--- config.mk ---
export PLATFORM = sky130hd
export DESIGN_NAME = bus_arbiter
export DESIGN_NICKNAME = d
export VERILOG_FILES = /design/src/rtl/bus_arb_pkg.sv /design/src/rtl/rr_picker.sv /design/src/rtl/bus_arbiter.sv
export SDC_FILE = /design/constraint.sdc
export NUM_CORES = 1
export LEC_CHECK = 0
export ABC_AREA = 1
export BUFFER_PORTS_ARGS = -buffer_cell sky130_fd_sc_hd__buf_2
export CAP_MARGIN = 10
export CORE_AREA = 3 3 88 90
export DETAILED_ROUTE_END_ITERATION = 8
export DIE_AREA = 0 0 91 93
export GPL_TIMING_DRIVEN = 0
export MAX_ROUTING_LAYER = met4
export PLACE_DENSITY = 0.7
export SYNTH_ARGS = -nofsm -noshare
export SYNTH_HDL_FRONTEND = slang
export SYNTH_SLANG_ARGS = --single-unit
--- constraint.sdc ---
create_clock -name clk -period 2.2 [get_ports clk]
set_input_delay 0.44 -clock clk [delete_from_list [all_inputs] [get_ports clk]]
set_output_delay 0.44 -clock clk [all_outputs]
set_load 0.02 [all_outputs]
--- src/rtl/bus_arb_pkg.sv ---
// Shared types and defaults for the round-robin bus arbiter.
package bus_arb_pkg;

    typedef enum logic [1:0] {
        IDLE       = 2'd0,
        ADDR_PHASE = 2'd1,
        DATA_PHASE = 2'd2
    } state_t;

    localparam int ADDR_W_DEF = 16;
    localparam int DATA_W_DEF = 32;

    // Width of a master index; never below one bit.
    function automatic int idx_w(input int n);
        return (n > 1) ? $clog2(n) : 1;
    endfunction

endpackage

--- src/rtl/rr_picker.sv ---
// Combinational round-robin picker: first eligible index searching upward from last+1.
module rr_picker
    import bus_arb_pkg::*;
#(
    parameter int NUM_MASTERS = 2,
    parameter int IDX_W       = idx_w(NUM_MASTERS)
) (
    input  logic [NUM_MASTERS-1:0] elig,
    input  logic [IDX_W-1:0]       last,
    output logic [NUM_MASTERS-1:0] pick,
    output logic                   any
);

    logic [IDX_W-1:0] idx;

    always_comb begin
        pick = '0;
        any  = 1'b0;
        idx  = '0;
        for (int k = 1; k <= NUM_MASTERS; k++) begin
            idx = IDX_W'((int'(last) + k) % NUM_MASTERS);
            if (!any && elig[idx]) begin
                pick[idx] = 1'b1;
                any       = 1'b1;
            end
        end
    end

endmodule

--- src/rtl/bus_arbiter.sv ---
// Round-robin arbiter sharing one valid/ready slave among NUM_MASTERS masters,
// with a per-transaction watchdog that aborts grants on a stalled slave.
module bus_arbiter
    import bus_arb_pkg::*;
#(
    parameter int NUM_MASTERS = 2,
    parameter int ADDR_W      = ADDR_W_DEF,
    parameter int DATA_W      = DATA_W_DEF,
    parameter int TIMEOUT     = 64
) (
    input  logic                          clk,
    input  logic                          reset,
    input  logic [NUM_MASTERS-1:0]        m_valid,
    input  logic [NUM_MASTERS-1:0]        m_read,
    input  logic [NUM_MASTERS-1:0]        m_write,
    input  logic [NUM_MASTERS*ADDR_W-1:0] m_addr,
    input  logic [NUM_MASTERS*DATA_W-1:0] m_wdata,
    output logic [NUM_MASTERS-1:0]        m_ready,
    output logic [DATA_W-1:0]             m_rdata,
    output logic [NUM_MASTERS-1:0]        m_error,
    output logic [NUM_MASTERS-1:0]        grant,
    output logic                          s_valid,
    output logic                          s_read,
    output logic                          s_write,
    output logic [ADDR_W-1:0]             s_addr,
    output logic [DATA_W-1:0]             s_wdata,
    input  logic                          s_ready,
    input  logic [DATA_W-1:0]             s_rdata,
    output logic [1:0]                    dbg_state
);

    localparam int IDX_W = idx_w(NUM_MASTERS);
    localparam int CNT_W = (TIMEOUT > 0) ? $clog2(TIMEOUT + 1) : 1;
    localparam int LIM   = (TIMEOUT > 0) ? TIMEOUT - 1 : 0;

    state_t                   state_q, state_d;
    logic [NUM_MASTERS-1:0]   grant_q, grant_d;
    logic [NUM_MASTERS-1:0]   error_q, error_d;
    logic [IDX_W-1:0]         last_q, last_d;
    logic [CNT_W-1:0]         cnt_q, cnt_d;

    logic [NUM_MASTERS-1:0]   elig;
    logic [NUM_MASTERS-1:0]   pick;
    logic                     pick_any;
    logic [IDX_W-1:0]         gidx;
    logic                     in_phase;
    logic                     g_valid;
    logic                     handshake;
    logic                     wd_hit;

    assign elig = m_valid & (m_read ^ m_write);

    rr_picker #(
        .NUM_MASTERS (NUM_MASTERS),
        .IDX_W       (IDX_W)
    ) u_picker (
        .elig (elig),
        .last (last_q),
        .pick (pick),
        .any  (pick_any)
    );

    always_comb begin
        gidx = '0;
        for (int i = 0; i < NUM_MASTERS; i++) begin
            if (grant_q[i]) gidx = IDX_W'(i);
        end
    end

    assign in_phase  = (state_q != IDLE);
    assign g_valid   = m_valid[gidx];
    assign handshake = in_phase && g_valid && s_ready;
    // Fires on the edge that would complete TIMEOUT stalled cycles in a phase.
    assign wd_hit    = (TIMEOUT > 0) && (cnt_q == CNT_W'(LIM));

    always_comb begin
        state_d = state_q;
        grant_d = grant_q;
        last_d  = last_q;
        cnt_d   = cnt_q;
        error_d = '0;
        case (state_q)
            IDLE: begin
                cnt_d = '0;
                if (pick_any) begin
                    grant_d = pick;
                    state_d = ADDR_PHASE;
                end
            end
            ADDR_PHASE, DATA_PHASE: begin
                if (!g_valid || (!handshake && wd_hit) ||
                    (handshake && state_q == DATA_PHASE)) begin
                    if (g_valid && !handshake) error_d = grant_q;
                    state_d = IDLE;
                    grant_d = '0;
                    last_d  = gidx;
                    cnt_d   = '0;
                end else if (handshake) begin
                    state_d = DATA_PHASE;
                    cnt_d   = '0;
                end else begin
                    cnt_d = (&cnt_q) ? cnt_q : cnt_q + 1'b1;
                end
            end
            default: begin
                state_d = IDLE;
                grant_d = '0;
                cnt_d   = '0;
            end
        endcase
    end

    always_ff @(posedge clk or negedge reset) begin
        if (!reset) begin
            state_q <= IDLE;
            grant_q <= '0;
            error_q <= '0;
            last_q  <= IDX_W'(NUM_MASTERS - 1);
            cnt_q   <= '0;
        end else begin
            state_q <= state_d;
            grant_q <= grant_d;
            error_q <= error_d;
            last_q  <= last_d;
            cnt_q   <= cnt_d;
        end
    end

    assign grant     = grant_q;
    assign m_error   = error_q;
    assign m_ready   = grant_q & {NUM_MASTERS{s_ready}};
    assign m_rdata   = s_rdata;
    assign dbg_state = state_q;

    assign s_valid = in_phase & m_valid[gidx];
    assign s_read  = in_phase & m_read[gidx];
    assign s_write = in_phase & m_write[gidx];
    assign s_addr  = in_phase ? m_addr[int'(gidx) * ADDR_W +: ADDR_W] : '0;
    assign s_wdata = in_phase ? m_wdata[int'(gidx) * DATA_W +: DATA_W] : '0;

endmodule
# After elaboration in Yosys (flattened, before gate mapping)
# Index checks and enable logic that the tools add are counted.
[totals]
regBits = 14
out_inout_bits = 91
elab_cells = 84
in_bits = 137
[classes]
bitwise = 7
n_mux = 35
n_lt_le_gt_ge = 5
eq_ne = 7
reduce_logical = 20
addsub = 3
shifts = 2
[op_table]
columns = ["cell", "count"]
rows = [
  ["variable part select 64 x 7 -> 32 bit", 1],
  ["two-way mux 32 bit", 1],
  ["variable part select 32 x 6 -> 16 bit", 1],
  ["two-way mux 7 bit", 4],
  ["two-way mux 2 bit", 10],
  ["two-way mux 16 bit", 1],
  ["two-way mux 1 bit", 15],
  ["logical AND 1 bit", 8],
  ["case mux 2 bit (2 select lines)", 2],
  ["adder 7 x 1 -> 7 bit, second input constant", 1],
  ["== test 7 x 6 -> 1 bit, second input constant", 1],
  ["AND reduction 7 bit", 1],
  ["less-than comparator 1 x 2 -> 1 bit, second input constant", 3],
  ["AND reduction 2 bit", 3],
  ["AND 2 bit", 2],
  ["inequality test 2 bit, second input constant", 2],
  ["inequality test 4 bit, second input constant", 1],
  ["AND 1 bit", 3],
  ["zero test 1 bit", 3],
  ["inequality test 3 bit, second input constant", 1],
  ["adder 1 bit, second input constant", 2],
  ["demux 1 bit (select 1 bit)", 2],
  ["== test 2 x 1 -> 1 bit, second input constant", 1],
  ["== test 2 bit, second input constant", 1],
  ["7 further kinds", 9],
]

# Logic depth before layout (Yosys ltp)
# Gate-level depths: netlist of the first run.
[logic_depth]
depth_word = 11
mapped_depth = 10
mapped_depth_nobuf = 9

# By module
# A second synthesis of the first run with hierarchy kept.
[hier_totals]
cells_unflattened = 318
hier_area_um2 = 1843.0
[by_module_without_submodules]
columns = ["module", "cells_per_inst", "area_each_um2", "seq_area_each_um2", "n_inst"]
rows = [
  ["bus_arbiter", 312, 1816.7, 351.6, 1],
  ["rr_picker", 6, 26.3, 0.0, 1],
]

# Least setup slack after synthesis of the first run
# OpenSTA, ideal clock, no wires.
[synth_path]
path_kind = "flip-flop to output port"
start = "register state_q[0] (netlist: dbg_state[0])"
end = "output port s_read"
arrival_ns = 1.711
stages_incl_launch_ff = 7
setup_slack_ns = 0.049
path_buffers = 1
required_ns = 1.760
cell_sequence = "dfrtp_1 -> inv_1 -> ha_1 -> inv_1 -> clkbuf_1 -> o21ai_0 -> a21oi_1"
[synth_via]
elab_chain_len = 2
[synth_lines]
columns = ["item", "line", "rtl"]
rows = [
  ["start, declared", "bus_arbiter.sv:36", "state_t state_q, state_d;"],
  ["start signal, assigned", "bus_arbiter.sv:121", "state_q <= state_d;"],
  ["nonzero test 2 bit", "bus_arbiter.sv:70", "assign in_phase = (state_q != IDLE);"],
  ["AND 1 bit", "bus_arbiter.sv:136", "assign s_read = in_phase & m_read[gidx];"],
  ["end, declared", "bus_arbiter.sv:23", "output logic s_read,"],
]
# Every way passes these cells.

# Worst setup path after layout of the first run
[layout_path]
start = "register state_q[0] (netlist: dbg_state[0])"
end = "output port s_wdata[13]"
[layout_via]
elab_chain_len = 2
[layout_lines]
columns = ["item", "line", "rtl"]
rows = [
  ["nonzero test 2 bit", "bus_arbiter.sv:70", ""],
  ["two-way mux 32 bit", "bus_arbiter.sv:139", "assign s_wdata = in_phase ? m_wdata[int'(gidx) * DATA_W +: DATA_W] : '0;"],
  ["end, declared", "bus_arbiter.sv:26", "output logic [DATA_W-1:0] s_wdata,"],
]
# Every way passes these cells.

==> results.cfg, run 1 <==
[outcome]
status = finished, final reports clean

[yosys]
synth.distinct_cells = 26
synthArstFlopShare_pct = 100.0
synth_top_area_cell = nor2_1
synth_seq_cells = 14
yosys.area.top_type_share_pct = 22.71
synth_edf_count = 0
ys_seq_area_share_pct = 19.34
synthesis.area_um2 = 1818
synth_area_per_cell_um2 = 5.771
yosysWarnings = 0
synth_area_leaders = nor2_1 23%, dfrtp_1 18%, o21ai_0 15%
syn_nets = 457
synthFlopType = dfrtp_1
synthCells = 315

[cts]
postCtsHoldBufs = 0
cts_sinks = 14
insertion_delay_ns = 0.24
htree_num_levels = 1
clk_path_buf_depth = 2
root_buffer = clkbuf_8
cts_tree = done
cts_made_buffers = 3
clkTransAtPathRegs_ns = 0.06

[floorplan]
start_util_pct = 25.47
fp-row-count = 31
dieArea_um2 = 8463
die_h_um = 93
ios = 228
coreArea_um2 = 7137
dieWidth_um = 91

[grt]
gr-usage-all-layers_pct = 17.98
grt_max_degree = 15
antenna_found_initial = 1
grt_pass1_wl_um = 12190
grt_pass1_vias = 2560
overflow = 0

[pwr]
ir_worst_vdd_mv = 0.6205
clkPwrFrac_pct = 6.9
p_per_area_nw_per_um2 = 1189
p_leak_nw = 1.840
p_comb_share_pct = 83.2
p_int_mw = 1.487
power_mw = 3.607
p_sw_share_pct = 58.77
power_frac_seq_pct = 9.9
switching_power_mw = 2.120

[drt]
ant_nets = 0
routedWlPerCell_um = 12.73
drt_wl_total_um = 7831
drc = 0
vias = 2693
drtIter0Drc = 64
via_per_inst = 4.379
first_pass_iters = 4

[finish]
drive_gt1_share_pct = 49.90
fin_util_pct = 42.50
seq_area_um2 = 352.8
layout_commonest_cell = buf_2
finalNetCount = 658
fin_cells = 615
layout_common_cells = 194 x buf_2, 110 x nor2_1, 55 x o21ai_0
area_growth_pct = 66.83
nFillCells = 792
multiInputGateArea_um2 = 1077
final_area_um2 = 3033

[setup_path]
slowest_delay_ns = 0.40
reg2regPathDepth = 8
worst-path-stages = 7
critPathKind = flip-flop to output port
critPathTopFamily = buffers and inverters
path_buf_inv = 4
cp_data_arrival_time_ns = 1.67
crit_path_end_kind = output port
critPathLaunchType = flip-flop
crit_fanout = 10
crit_required_ns = 1.76
crit_chain = inv_1 > ha_4 > clkinv_4 > clkbuf_4 > o21ai_0 > nor2_1 > buf_2
slowest_stage = dfrtp_1

[sta]
fmax_mhz = 474.6
relSlewSlack_pct = 74.53
tightest_slew_ns = 0.3781
drv_slew = 0
setup_viol = 0
period_minus_slack_ns = 2.107
period_share_pct = 95.77
hold_viol = 0
finalSetupTns_ns = 0
fin_skew_ns = 0.001868
rsz0062_at_grt = no

[placed_design]
port_buffers = 195
place_congestion = 0.8618
placed_area_um2 = 2918
place_inst = 609
dp_hpwl_um = 6873

[hold_path]
hold_path.class = input pin to async pin

[run]
max_cap_violations = 0
-- Yosys cell counts (2+ instances only) --
cell type / count
clkbuf_1: 14
o21ai_0: 55
nand3_1: 9
nand2_1: 31
inv_1: 21
nand2_4: 2
ha_1: 5
nor2_1: 110
nor3_1: 2
nand4_1: 3
a21oi_1: 4
dfrtp_1: 13
buf_4: 33
-- repair_timing --
action                     CTS  global route
buffers inserted             0             1
setup endpoints to repair   50            47
gates resized for setup     12            17
-- metal layers --
layer	routed length (um)	up-vias	track usage, %
li1	-	1375	-
met1	2794	1179	18.47
met2	4021	130	33.42
met3	928	9	6.356
met4	86	0	3.266
met5	0	-	-
-- sequential cells by signal, summed over array words and instances, names as in the netlist --
register / count
grant: 2
m_error: 2
last_q: 1
dbg_state: 2
cnt_q: 7
-- cells by family after synthesis --
| family | Yosys count | share of synthesized area (%) |
|---|---|---|
| buf+inv | 71 | 22.09 |
| simple gates | 162 | 36.96 |
| fa+ha+maj | 5 | 3.441 |
| flops | 14 | 19.34 |
| compound gates | 63 | 18.17 |
-- power by group through the flow --
stage,clock [mW],sequential (mW),combinational [mW]
6_report,0.248,0.359,3.00
5_1_grt,0.267,0.366,3.31
4_1_cts,0.253,0.359,2.95
3_5_place_dp,0,0.362,2.88
3_3_place_gp,0,0.362,2.84
2_1_floorplan,0,0.383,1.88
-- final timing paths --
check | start | endpoint | slack [ns]
max in group asynchronous | reset | last_q | 1.84
min in group clk | last_q | last_q | 0.48
worst min register to register | last_q | last_q | 0.48
worst max-delay path | dbg_state[0] | s_wdata[13] | 0.09
worst min-delay path | reset | cnt_q[4] | 0.08
worst max register to register | dbg_state[0] | dbg_state[1] | 0.66
-- final cells by class --
class / instances / share of cell area (%)
inverter: 22 / 2.970
clock buffer: 4 / 1.815
sequential: 14 / 11.63
timing repair buffer: 196 / 32.59
antenna: 1 / 0.08251
multi-input combinational: 230 / 35.52
buffer: 49 / 11.30
tap: 99 / 4.084
-- through the flow --
step                hold slack [ns]  worst slack, ns
global placement             0.3472          -0.1771
floorplan                    0.1444          0.04907
global route                0.09986         0.005394
CTS                         0.08956         0.003765
finish                      0.07587          0.09298
detailed placement           0.3535          -0.2122
Power figures use the tool's default switching activity.
==> run 2, diff against run 1 <==
ABC_AREA = 0   (was 1)
SETUP_SLACK_MARGIN = 0.05   (was unset)
==> run 2 against run 1 <==
Core utilization is 0.25 points lower; clock power is 10% lower; register-to-register slack got worse by 0.30 ns; final cell count down 15%; first-iteration DRC count decreased by 14%; critical path type unchanged; die area unchanged; flip-flop and latch count stayed put; setup slack better by 0.049 ns; wire length fell by 2.0%.
==> results.cfg, run 2 <==
[yosys]
synth_top_family_by_area = multiplexers
synth_area_per_cell_um2 = 8.172
synthArstFlopShare_pct = 100.0
synth.area.mux_share_pct = 30.76
synthFlopType = dfrtp_1
synth_edf_count = 0
synth_top_area_cell = mux2i_1
synthesis.area_um2 = 1814
yosysWarnings = 0
synth_common_cells = 58 x nor2_1, 51 x mux2i_1, 33 x buf_4
yosysMostFrequentCell = nor2_1
synth_compound_area_share_pct = 5.724
synth_seq_cells = 14
yosys.area_share.simple_pct = 20.90
synthCells = 222
synth.distinct_cells = 32
synth_adder_area_share_pct = 3.448
syn_nets = 364
synth_xor_area_share_pct = 2.414
yosys.area.top_type_share_pct = 28.14
ys_seq_area_share_pct = 19.38
synth_area_leaders = mux2i_1 28%, dfrtp_1 18%, buf_4 14%

[grt]
gr-usage-all-layers_pct = 17.16
grt_pass1_wl_um = 11190
antenna_found_initial = 0
grt_max_degree = 15
overflow = 0
grt_pass1_vias = 2146

[cts]
htree_num_levels = 1
clk_path_buf_depth = 2
cts_tree = done
cts_made_buffers = 3
insertion_delay_ns = 0.25
clkTransAtPathRegs_ns = 0.06
postCtsHoldBufs = 0
root_buffer = clkbuf_8
cts_sinks = 14

[pwr]
clkPwrFrac_pct = 6.3
p_leak_nw = 1.684
p_per_area_nw_per_um2 = 1176
ir_worst_vdd_mv = 0.4785
p_int_mw = 1.591
p_comb_share_pct = 83.3
p_sw_share_pct = 55.13
switching_power_mw = 1.955
power_frac_seq_pct = 10.4

[setup_path]
r2r_end = dbg_state[1]
cp_data_arrival_time_ns = 1.62
reg2regPathDepth = 6
slowest_delay_ns = 0.39
slowest_stage = dfrtp_2
crit_required_ns = 1.76
crit_path_end_kind = output port
critPathLaunchType = flip-flop
r2r_start = dbg_state[1]
crit_chain = inv_1 > ha_1 > buf_4 > clkbuf_4 > nor2_1 > buf_2
critPathKind = flip-flop to output port
crit_fanout = 10
ff2ff_setup_slack_ns = 0.36

[sta]
fmax_mhz = 485.8
finalSetupTns_ns = 0
tightest_slew_ns = 0.4453
relSlewSlack_pct = 70.25
rsz0062_at_grt = no
period_minus_slack_ns = 2.058
drv_slew = 0
period_share_pct = 93.56
setup_viol = 0
fin_skew_ns = 0.005030
hold_viol = 0
whs_ns = 0.07356

[placed_design]
dp_hpwl_um = 6835
place_congestion = 0.7478
place_inst = 516
port_buffers = 195

[finish]
fin_cells = 521
finalNetCount = 565
layout_commonest_cell = buf_2
antenna_cells = 0
area_growth_pct = 66.21
layout_common_cells = 191 x buf_2, 58 x nor2_1, 51 x mux2i_1
top_register = cnt_q
largest_reg_flops = 7
drive_gt1_share_pct = 59.72

[drt]
drt_wl_total_um = 7673
ant_nets = 0
via_per_inst = 4.196
drtIter0Drc = 55
vias = 2186
routedWlPerCell_um = 14.73
first_pass_iters = 4
drc = 0

[floorplan]
fp-row-count = 31
die_h_um = 93
ios = 228
dieArea_um2 = 8463
start_util_pct = 25.42
coreArea_um2 = 7137
dieWidth_um = 91

[hold_path]
hold_path.class = input pin to async pin

[run]
max_cap_violations = 0

[outcome]
status = finished, final reports clean
==> run 2: what timing repair did <==
item	in CTS	in global routing
resized for setup	15	12
buffers inserted	1	0
setup endpoints to repair	51	50
==> run 2: through the flow <==
step	utilization [%]	worst slack (ns)	area [um2]	power (mW)
final	42.25	0.1416	3015	3.546
after global routing	42.25	0.05179	3015	3.802
after CTS	41.99	0.02146	2997	3.547
after detailed placement	40.83	-0.1264	2914	3.232
after global placement	40.83	-0.06642	2914	3.195
after floorplan	-	0.2414	1814	2.267
==> run 2: layout make-up <==
type	instances	area [um2]
Sequential cell	14	352.8
Clock buffer	4	45.04
Buffer	45	337.8
Fill cell	785	4121
Multi-Input combinational cell	159	1147
Tap cell	99	123.9
Timing Repair Buffer	196	993.5
Inverter	4	15.01
==> run 2: cell families after synthesis <==
kind of cell,after synthesis
compound gates,10
xor+xnor,5
fa+ha+maj,5
buf+inv,49
flops,14
mux,55
simple gates,84
==> run 2: worst max path at each step <==
stage	end	slack, ns	from
2_1_floorplan	s_addr[0]	0.24	dbg_state[0]
3_3_place_gp	s_wdata[20]	-0.07	dbg_state[0]
3_5_place_dp	s_wdata[8]	-0.13	dbg_state[0]
4_1_cts	s_wdata[4]	0.02	grant[1]
5_1_grt	s_wdata[19]	0.05	dbg_state[1]
6_report	s_wdata[22]	0.14	dbg_state[1]
==> run 2: power groups by stage <==
| stage | logic (mW) | clock network [mW] | registers (mW) |
|---|---|---|---|
| 2_1_floorplan | 1.88 | 0 | 0.390 |
| 3_3_place_gp | 2.82 | 0 | 0.374 |
| 3_5_place_dp | 2.85 | 0 | 0.379 |
| 4_1_cts | 2.95 | 0.230 | 0.369 |
| 5_1_grt | 3.18 | 0.243 | 0.376 |
| 6_report | 2.95 | 0.222 | 0.369 |
==> run 2: metal layers <==
metal  track usage (%)  vias up  routed length, um  share of wire [%]
met5                 -        -                  0                  0
li1                  -     1118                  -                  -
met1             23.19      941               3450                 45
met2             27.90      120               3629                 47
met3             2.172        7                536                7.0
met4             3.141        0                 57               0.74
==> run 2: worst max-delay path, delay by kind of cell, from the launching register on <==
kind / cells / cell delay [ns]
buf+inv: 4 / 0.67
flops: 1 / 0.39
fa+ha+maj: 1 / 0.20
simple gates: 1 / 0.11
